File: config.mk
export PLATFORM = sky130hd
export DESIGN_NAME = rr_burst_arbiter
export DESIGN_NICKNAME = d
export VERILOG_FILES = /design/src/rtl/rr_burst_arbiter.sv
export SDC_FILE = /design/constraint.sdc
export NUM_CORES = 1
export LEC_CHECK = 0
export ABC_AREA = 1
export BUFFER_PORTS_ARGS = -buffer_cell sky130_fd_sc_hd__buf_2
export CAP_MARGIN = 20
export CORE_MARGIN = 5
export CORE_UTILIZATION = 34
export CTS_CLUSTER_SIZE = 40
export DETAILED_ROUTE_END_ITERATION = 10
export PLACE_DENSITY = 0.74
export SYNTH_ARGS = -nofsm -noshare
export SYNTH_HDL_FRONTEND = slang
export SYNTH_SLANG_ARGS = --single-unit
File: constraint.sdc
create_clock -name clk -period 1.78 [get_ports clk]
set_input_delay 0.356 -clock clk [delete_from_list [all_inputs] [get_ports clk]]
set_output_delay 0.356 -clock clk [all_outputs]
set_load 0.1 [all_outputs]
File: src/rtl/rr_burst_arbiter.sv
// Round-robin arbiter that holds a grant for a whole valid/ready burst, with a beat watchdog.
// One IDLE cycle per burst for arbitration; downstream ready passes combinationally to the owner only.
module rr_burst_arbiter #(
    parameter  int N         = 4,
    parameter  int DW        = 32,
    parameter  int MAX_BEATS = 16,
    localparam int IW        = (N > 1) ? $clog2(N) : 1,
    localparam int CW        = $clog2(MAX_BEATS + 1)
) (
    input  logic            clk,
    input  logic            rst_n,
    input  logic [N-1:0]    req_valid_i,
    input  logic [N*DW-1:0] req_data_i,
    input  logic [N-1:0]    req_last_i,
    output logic [N-1:0]    req_ready_o,
    output logic            out_valid_o,
    output logic [DW-1:0]   out_data_o,
    output logic            out_last_o,
    input  logic            out_ready_i,
    output logic [IW-1:0]   grant_idx_o,
    output logic            grant_valid_o,
    output logic            err_timeout_o
);

    typedef enum logic {IDLE, BUSY} state_t;

    localparam logic [IW:0] NW = (IW + 1)'(N);

    state_t        state_q, state_d;
    logic [IW-1:0] ptr_q, ptr_d;
    logic [IW-1:0] grant_q, grant_d;
    logic [CW-1:0] beat_cnt_q, beat_cnt_d;
    logic          err_q, err_d;

    logic [IW:0]   cand;
    logic [IW-1:0] pick_idx;
    logic          pick_vld;
    logic          own_valid;
    logic          own_last;
    logic [DW-1:0] own_data;
    logic          force_last;

    // Rotating priority search starting at ptr_q, wrapping modulo N.
    always_comb begin
        cand     = '0;
        pick_idx = '0;
        pick_vld = 1'b0;
        for (int k = 0; k < N; k++) begin
            cand = {1'b0, ptr_q} + (IW + 1)'(k);
            if (cand >= NW) begin
                cand = cand - NW;
            end
            if (!pick_vld && req_valid_i[cand[IW-1:0]]) begin
                pick_vld = 1'b1;
                pick_idx = cand[IW-1:0];
            end
        end
    end

    always_comb begin
        own_valid = 1'b0;
        own_last  = 1'b0;
        own_data  = '0;
        for (int i = 0; i < N; i++) begin
            if (grant_q == IW'(i)) begin
                own_valid = req_valid_i[i];
                own_last  = req_last_i[i];
                own_data  = req_data_i[i*DW +: DW];
            end
        end
    end

    assign force_last = (beat_cnt_q == CW'(MAX_BEATS - 1));

    always_comb begin
        state_d     = state_q;
        ptr_d       = ptr_q;
        grant_d     = grant_q;
        beat_cnt_d  = beat_cnt_q;
        err_d       = 1'b0;
        req_ready_o = '0;
        out_valid_o = 1'b0;
        out_data_o  = '0;
        out_last_o  = 1'b0;
        case (state_q)
            IDLE: begin
                if (pick_vld) begin
                    grant_d    = pick_idx;
                    beat_cnt_d = '0;
                    state_d    = BUSY;
                end
            end
            BUSY: begin
                out_valid_o = own_valid;
                out_data_o  = own_data;
                out_last_o  = (own_last | force_last) & own_valid;
                for (int i = 0; i < N; i++) begin
                    req_ready_o[i] = (grant_q == IW'(i)) & out_ready_i;
                end
                if (out_valid_o && out_ready_i) begin
                    beat_cnt_d = beat_cnt_q + CW'(1);
                    if (out_last_o) begin
                        state_d    = IDLE;
                        beat_cnt_d = '0;
                        ptr_d      = (grant_q == IW'(N - 1)) ? '0 : grant_q + IW'(1);
                        // Flag only releases the watchdog caused, not a genuine last on the final beat.
                        err_d      = force_last & ~own_last;
                    end
                end
            end
            default: state_d = IDLE;
        endcase
    end

    always_ff @(posedge clk) begin
        if (!rst_n) begin
            state_q    <= IDLE;
            ptr_q      <= '0;
            grant_q    <= '0;
            beat_cnt_q <= '0;
            err_q      <= 1'b0;
        end else begin
            state_q    <= state_d;
            ptr_q      <= ptr_d;
            grant_q    <= grant_d;
            beat_cnt_q <= beat_cnt_d;
            err_q      <= err_d;
        end
    end

    assign grant_idx_o   = grant_q;
    assign grant_valid_o = (state_q == BUSY);
    assign err_timeout_o = err_q;

endmodule
==> results of run 1 <==
## cell usage after synthesis (2+ instances only)
library cell	count
o21ai_0	104
a21oi_1	76
buf_2	3
inv_1	21
dfxtp_1	11
inv_2	3
clkbuf_1	25
xor2_1	2
nand3_1	16
nand2_1	44
o21ai_1	2
ha_1	6
nand2_2	5
nor2_1	48
## state kept, by name (all words and copies together) (netlist names)
register,count
beat_cnt_q,5
grant_idx_o,2
ptr_q,2
err_timeout_o,1
grant_valid_o,1
## stage by stage
step	worst slack (ns)	setup TNS [ns]	util	total power [W]
after CTS	-0.341	-10.78	0.826	0.00473
after floorplan	-0.730	-21.52	-	0.00286
final	-0.389	-11.39	0.874	0.00510
after global placement	-0.181	-4.86	0.768	0.00416
after detailed placement	-0.276	-6.87	0.768	0.00422
after global routing	-0.439	-14.18	0.874	0.00529
## power groups by stage
| stage | clock network, W | registers (W) | logic, W |
|---|---|---|---|
| 6_report | 0.000260 | 0.000297 | 0.00454 |
| 5_1_grt | 0.000278 | 0.000300 | 0.00471 |
| 4_1_cts | 0.000261 | 0.000297 | 0.00418 |
| 3_5_place_dp | 0 | 0.000300 | 0.00392 |
| 3_3_place_gp | 0 | 0.000298 | 0.00387 |
| 2_1_floorplan | 0 | 0.000366 | 0.00249 |
## layer usage
| layer | GRT usage | up-vias | wire (µm) |
|---|---|---|---|
| met1 | 0.318 | 1771 | 4340 |
| met2 | 0.557 | 231 | 6610 |
| met4 | 0.119 | 0 | 525 |
| met3 | 0.0403 | 49 | 1030 |
| li1 | - | 1707 | - |
| met5 | 0 | - | 0 |
## final cells by class
type	instances	area, µm²	share of cell area
Clock buffer	3	41.3	0.00852
Sequential cell	11	231	0.0478
Multi-Input combinational cell	309	2240	0.463
Timing Repair Buffer	230	2110	0.435
Clock inverter	1	5.00	0.00103
Tap cell	72	90.1	0.0186
Inverter	24	124	0.0256
## worst reg2reg max path, stage by stage (launching register included)
cell,delay [ns]
dfxtp_4,0.35
inv_4,0.05
ha_4,0.19
buf_12,0.16
a21oi_1,0.17
nand2_2,0.09
nand2_2,0.09
nand3_2,0.09
buf_4,0.14
buf_4,0.14
inv_1,0.09
nand2_2,0.07
inv_4,0.08
nand2_1,0.06
a21oi_2,0.14
## cell families (layout without fill, tap and decap cells)
family                   count (synthesis)  in the layout  synth area share
AO/OA/AOI/OAI                          183            183             0.471
AND/OR/NAND/NOR                        118            118             0.260
buffers and inverters                   53            258             0.108
flip-flops                              11             11             0.113
adder cells (fa/ha/maj)                  6              6            0.0385
XOR/XNOR                                 2              2           0.00898
## path summary, 6_finish.rpt
check | from | endpoint
worst min-delay path | rst_n | ptr_q[1]
worst min register to register | beat_cnt_q[1] | beat_cnt_q[1]
worst max-delay path | grant_idx_o[1] | out_data_o[20]
worst max register to register | grant_idx_o[1] | beat_cnt_q[4]
## cells in the final DEF, fill, tap and decap left out, drive strengths merged, types with 6 or more instances in the layout
cell / count
buf: 227
a21oi: 76
dfxtp: 11
inv: 23
nand2: 50
nor2: 49
ha: 6
nand3: 17
clkbuf: 6
o21ai: 107
## repair_timing
item                       in CTS  in global routing
gates cloned                    2                  4
buffers inserted                8                  2
hold endpoints to repair        0                  0
pin swaps                      11                 23
gates resized for setup       101                 69
setup endpoints to repair      46                 46
==> metrics list, run 1 <==
* Mean cell area of the mapped netlist: 5.23 µm²
- Peak supply drop: 0.774 mV
- Clock tree synthesis selected as its root buffer the cell clkbuf_8.
- Hold depth: 3
- Synthesis instantiated 21 different standard cells from the library.
* Vias in the first global route: 3604
- The number of antenna violations at the first check in global routing came to 0.
- Clock latency reported for the late side of the worst-skew pair: 0.25 ns
- TritonCTS built the clock tree.
- Violated checks: setup timing
* IO Pins: 181
- The core region is 5540 µm².
- Setup violators final: 45
* Critical path start-end classification: flop to output pin
- The share of total power dissipated in the clock network is 0.051.
- Share of cells above drive strength 1: 0.638
- The largest total area in the synthesized netlist belongs to o21ai_0.
* Total CTS buffers: 3
* Hold WC Path Type: input pin to flop
- CTS built an H-tree with a depth of 1.
- After global routing the overflow that remains totals 0.
- Once layout is done, the placed cells without fillers occupy 4840 µm².
- In the finished design, the share of the clock period the worst path needs comes to 1.22.
* Initial DRC Count: 240
- At the end of routability-driven placement, the weighted congestion stood at 0.902.
- Fraction of post-synthesis cell area in the top cell type by area: 0.267
- Pin count of the biggest net entering global routing: 24
- Leakage dissipation: 2.12 nW
- Int Pwr: 0.00214 W
- Headroom to the max-slew limit: 0.673
- Setup slack after layout: -0.389 ns
- Ys async rst share: 0
* Number of detailed-routing iterations run before antenna repair: 4
* Top cell family by delay on the critical path: compound AO/OA/AOI/OAI gates
- Filler cell count: 292
* Crit. path cell count: 8
- The number of placed instances, taps included, is 632.
- The slowest stage of the critical path is the dfxtp_4 cell.
* Slowest cell delay on critical path: 0.35 ns
- Number of warnings reported in the yosys synthesis log: 0
- Summing all placed instances gives a cell area of 4250 µm².
* Final Instance Count excl. Fillers: 650
* Critical path data required time: 1.42 ns
- The share of total power dissipated in combinational logic is 0.891.
* Final hold violations: 0
- Via density: 5.78
- Average wire length per cell after detail routing: 19.2 µm
- Register-to-register path setup slack: -0.18 ns
* Effective utilization at floorplan: 0.352
* Nets in the synthesized netlist: 518
- Proportion of power drawn by flip-flops and latches: 0.058
* Maximum clock rate: 461 MHz
* Area growth from synthesis to final layout: 148%
* Total of flip-flops plus latches after synthesis: 11
- Counting flops with a built-in enable in the synthesized netlist gives 0.
* Final Net Count: 724
- Total power divided by cell area: 1050 nW/µm²
- The number of hold buffers added after CTS was 0.
- By area the synthesized netlist is led by o21ai_0 27%, a21oi_1 19%, dfxtp_1 11%.
- Across every metal layer, demand over resource in global routing totals 0.292.
* Largest fanout of any net on the critical path: 21
* Critical path capture point type: output pin
- Summed over all layers, the routed wires come to 12.5 mm.
- Clock tree synthesis found a total of 11 sinks.
- The die is 85.7 µm wide.
- The tightest hold path in the finished design has a slack of 0.426 ns.
* Critical path buffers and inverters: 3
* FF-to-FF path depth: 14
* Sort of element at the start of the critical path: flop
* Count of final max-slew check failures: 0
- Die Height: 85.7 µm
- Detailed placement ended at an HPWL of 8.39 mm.
- Row generation in the floorplan step produced 27 rows.
- The analysis attributes to net switching a power of 0.00296 W.
- Setup clock skew after layout: 0.00149 ns
- Among all flip-flop cells after synthesis, the most frequent one is dfxtp_1.
* Share of the yosys chip area belonging to registers: 0.113
- Setup repair after global routing could not meet its margin everywhere.
- Synthesis produced a netlist whose cell count is 373.
- The longest clock path from root to sink contains 2 buffers.
* Clock transition at the registers of the reported paths: 0.05 ns
* Transition time at the pin with the least slew margin: 0.494 ns
* Antenna diode count: 0
- The mapped netlist covers 1950 µm².
* Remaining antenna violation count: 0
* Worst path most repeated cell: buf_12
- Buffers placed on the I/O ports in this run total 180.
- The final route contains 3758 vias.
* First-pass GRT wire length: 17.4 mm
* Switching Share: 0.580
- Final period demand of the worst path: 2.17 ns
- The flow ran to the end, but the final reports show violations.
* Floorplan die area: 7350 µm²
- Arrival @ worst endpoint: 1.81 ns
* Max-Cap Viols: 0
* Number of DRC violations after detailed routing: 0
* CP Cell Sequence: inv_4 -> ha_4 -> buf_12 -> a21oi_1 -> o21ai_0 -> o21ai_1 -> a21oi_4 -> buf_12
Note: power is estimated with default switching activity, not from simulation.
==> inputs of run 2 (changes only) <==
--- a/config.mk
+++ b/config.mk
@@ -13,6 +13,7 @@
 export CTS_CLUSTER_SIZE = 40
 export DETAILED_ROUTE_END_ITERATION = 10
 export PLACE_DENSITY = 0.74
+export REMOVE_ABC_BUFFERS = 1
 export SYNTH_ARGS = -nofsm -noshare
 export SYNTH_HDL_FRONTEND = slang
 export SYNTH_SLANG_ARGS = --single-unit
==> metrics list, run 2 (same netlist as run 1, synthesis figures left out) <==
* Hold path startpoint: rst_n
* Headroom to the max-slew limit: 0.675
- Vias in the first global route: 3611
- Sort of element at the start of the critical path: flop
- No sink is reached through more buffers than the 2 on the longest clock path.
- Outcome: complete, but fails checks
- Transition time at the pin with the least slew margin: 0.492 ns
* Total CTS buffers: 3
- Global routing usage on met2: 0.532
- Layer carrying the most global-route usage: met2
- Unrepaired setup endpoints after global routing: true
- The die covers 7350 µm².
- Detailed placement ended at an HPWL of 7.69 mm.
- Max-Cap Viols: 0
- First-pass GRT wire length: 17.4 mm
* Register-to-register path setup slack: -0.11 ns
* Leakage dissipation: 2.09 nW
- FF-to-FF path depth: 14
- For this run, the share of the core covered by cells in the final layout is 0.841.
- Hold WC Path Type: input pin to flop
- Setup violators final: 44
- Counting I/O delays and the setup requirement, the final critical path takes 2.22 ns.
- Peak supply drop: 0.656 mV
- The count of buffers added on input and output ports is 180.
- The filler cells instantiated in the layout total 322.
* Std-Cell Core Area: 5540 µm²
- Area growth from synthesis to final layout: 139%
* Startpoint of the worst-slack reg-to-reg timing path: grant_idx_o[1]
- Effective utilization at floorplan: 0.352
- Design Power: 0.00489 W
- Data on the critical path is required at its endpoint by 1.42 ns.
- Std-Cell Rows: 27
- Entering global routing, the biggest net connects 27 pins.
* Maximum clock rate: 450 MHz
* Initial DRC Count: 195
- Summing over every cut layer, the via total after detailed routing is 3723.
- Final hold violations: 0
- Clock sink count: 11
* Most frequent standard cell in the layout excluding fill and tap cells: buf_2
- In this design, the stage delay of the slowest critical-path cell is 0.35 ns.
* Number of antenna violations at the first check in global routing: 0
* IO Pins: 181
- CTS tree: yes
* End of the worst register-to-register path: beat_cnt_q[3]
- Number of DRC violations after detailed routing: 0
* Final cycle utilization of the critical path: 1.25
* Number of detailed-routing iterations run before antenna repair: 5
- The count of pins over their slew limit was 0.
- Largest register FFs: 5
- Of all nets on the critical path, the largest fanout is 6.
- Remaining antenna violation count: 0
- Chip Width: 85.7 µm
- Arrival @ worst endpoint: 1.86 ns
* Top cell family by delay on the critical path: buffers and inverters
* GRT met1 Usage: 0.331
* Critical path start-end classification: flop to output pin
* Top reg by flops: beat_cnt_q
- Summed over all layers, the global routing overflow is 0.
- In the global route stage, overall resource usage came out at 0.288.
- Slowest cell on the critical path: dfxtp_2
- Total area of multi-input combinational cells: 2030 µm²
* CP Cell Sequence: inv_4 -> ha_4 -> inv_6 -> buf_12 -> buf_16 -> nor2_2 -> o21ai_1 -> o21ai_1 -> a21oi_2 -> buf_12
* Footprint of the flip-flops and latches: 226 µm²
- Via density: 5.75
- Routability-driven placement congestion ratio: 0.946
* Clock latency reported for the late side of the worst-skew pair: 0.24 ns
- 0 antenna diodes ended up in the layout.
- Together, buffers and inverters on the worst path number 5.
* Average wire length per cell after detail routing: 18.6 µm
- Violated checks: setup timing
- In the final layout, the share of cells above drive strength 1 is 0.598.
* Critical path capture point type: output pin
* Setup clock skew after layout: 0.00310 ns
* DRT Wirelength: 12.1 mm
- In the global route stage, met3 resource usage came out at 0.0461.
- The worst hold path terminates at grant_idx_o[1].
* Highest-count cells in the layout ignoring fill and taps: 141 x buf_2, 63 x o21ai_1, 49 x buf_12
- For this design, the CTS-stage hold fixing added 0 buffers.
- Htree depth: 1
- Die Height: 85.7 µm
* Total power divided by cell area: 1050 nW/µm²
* Final Net Count: 721
- The tree is rooted in a clkbuf_8.
* Setup slack after layout: -0.441 ns
- Hold depth: 3
- Clock transition at the registers of the reported paths: 0.05 ns
[run 2: cell count changes in the layout (fill, tap and decap cells not counted), sizes merged]
| cell | change |
|---|---|
| buf | -3 |
| bufbuf | +1 |
| clkinvlp | -1 |
[run 2: worst max-delay path by stage]
stage | start | end | slack, ns | depth (start not counted)
after floorplan | grant_idx_o[0] | out_last_o | -3.20 | 9
after global placement | grant_idx_o[1] | out_data_o[3] | -0.26 | 8
after detailed placement | grant_idx_o[1] | out_data_o[19] | -0.28 | 8
after CTS | grant_idx_o[1] | out_last_o | -0.38 | 13
after global routing | grant_idx_o[1] | out_last_o | -0.54 | 13
final | grant_idx_o[1] | out_data_o[3] | -0.44 | 10
[run 2: repair_timing]
action / CTS / global route
cloned: 5 / 4
setup endpoints to repair: 46 / 48
gates resized for setup: 192 / 52
pin swaps: 67 / 44
buffers inserted: 7 / 2
[run 2: metrics by stage]
step | area (µm²) | hold WS (ns) | setup TNS, ns | setup WS [ns] | instances
after floorplan | 1830 | 0.457 | -104.79 | -3.20 | 344
after detailed placement | 3660 | 0.478 | -8.25 | -0.284 | 625
after global routing | 4660 | 0.439 | -16.21 | -0.537 | 647
after CTS | 4390 | 0.397 | -12.08 | -0.381 | 641
final | 4660 | 0.405 | -13.32 | -0.441 | 647
after global placement | 3660 | 0.469 | -6.01 | -0.255 | 625
[run 2: worst reg2reg max path, delay by kind of cell, from the launching register on]
kind | cells | cell delay, ns
DFF | 1 | 0.33
and+or+nand+nor | 7 | 0.64
buffers and inverters | 5 | 0.52
AOI/OAI and AO/OA | 1 | 0.14
adders and majority gates | 1 | 0.17
[run 2: area by class of cell]
class | instances | area share
well taps | 72 | 0.0193
multi-input cells | 309 | 0.436
inverters | 24 | 0.0242
clock buffers | 4 | 0.00967
repair buffers | 227 | 0.462
flip-flops and latches | 11 | 0.0486
[run 2: layer usage]
layer | share of wire | up-vias
met3 | 0.088 | 60
met5 | 0 | -
met4 | 0.049 | 0
li1 | - | 1695
met1 | 0.35 | 1710
met2 | 0.51 | 258
[run 2: report_power, final]
part           internal [W]  switching (W)  total, W
clock network      0.000158       0.000102  0.000261
logic               0.00165        0.00269   0.00434
registers          0.000265      0.0000262  0.000292
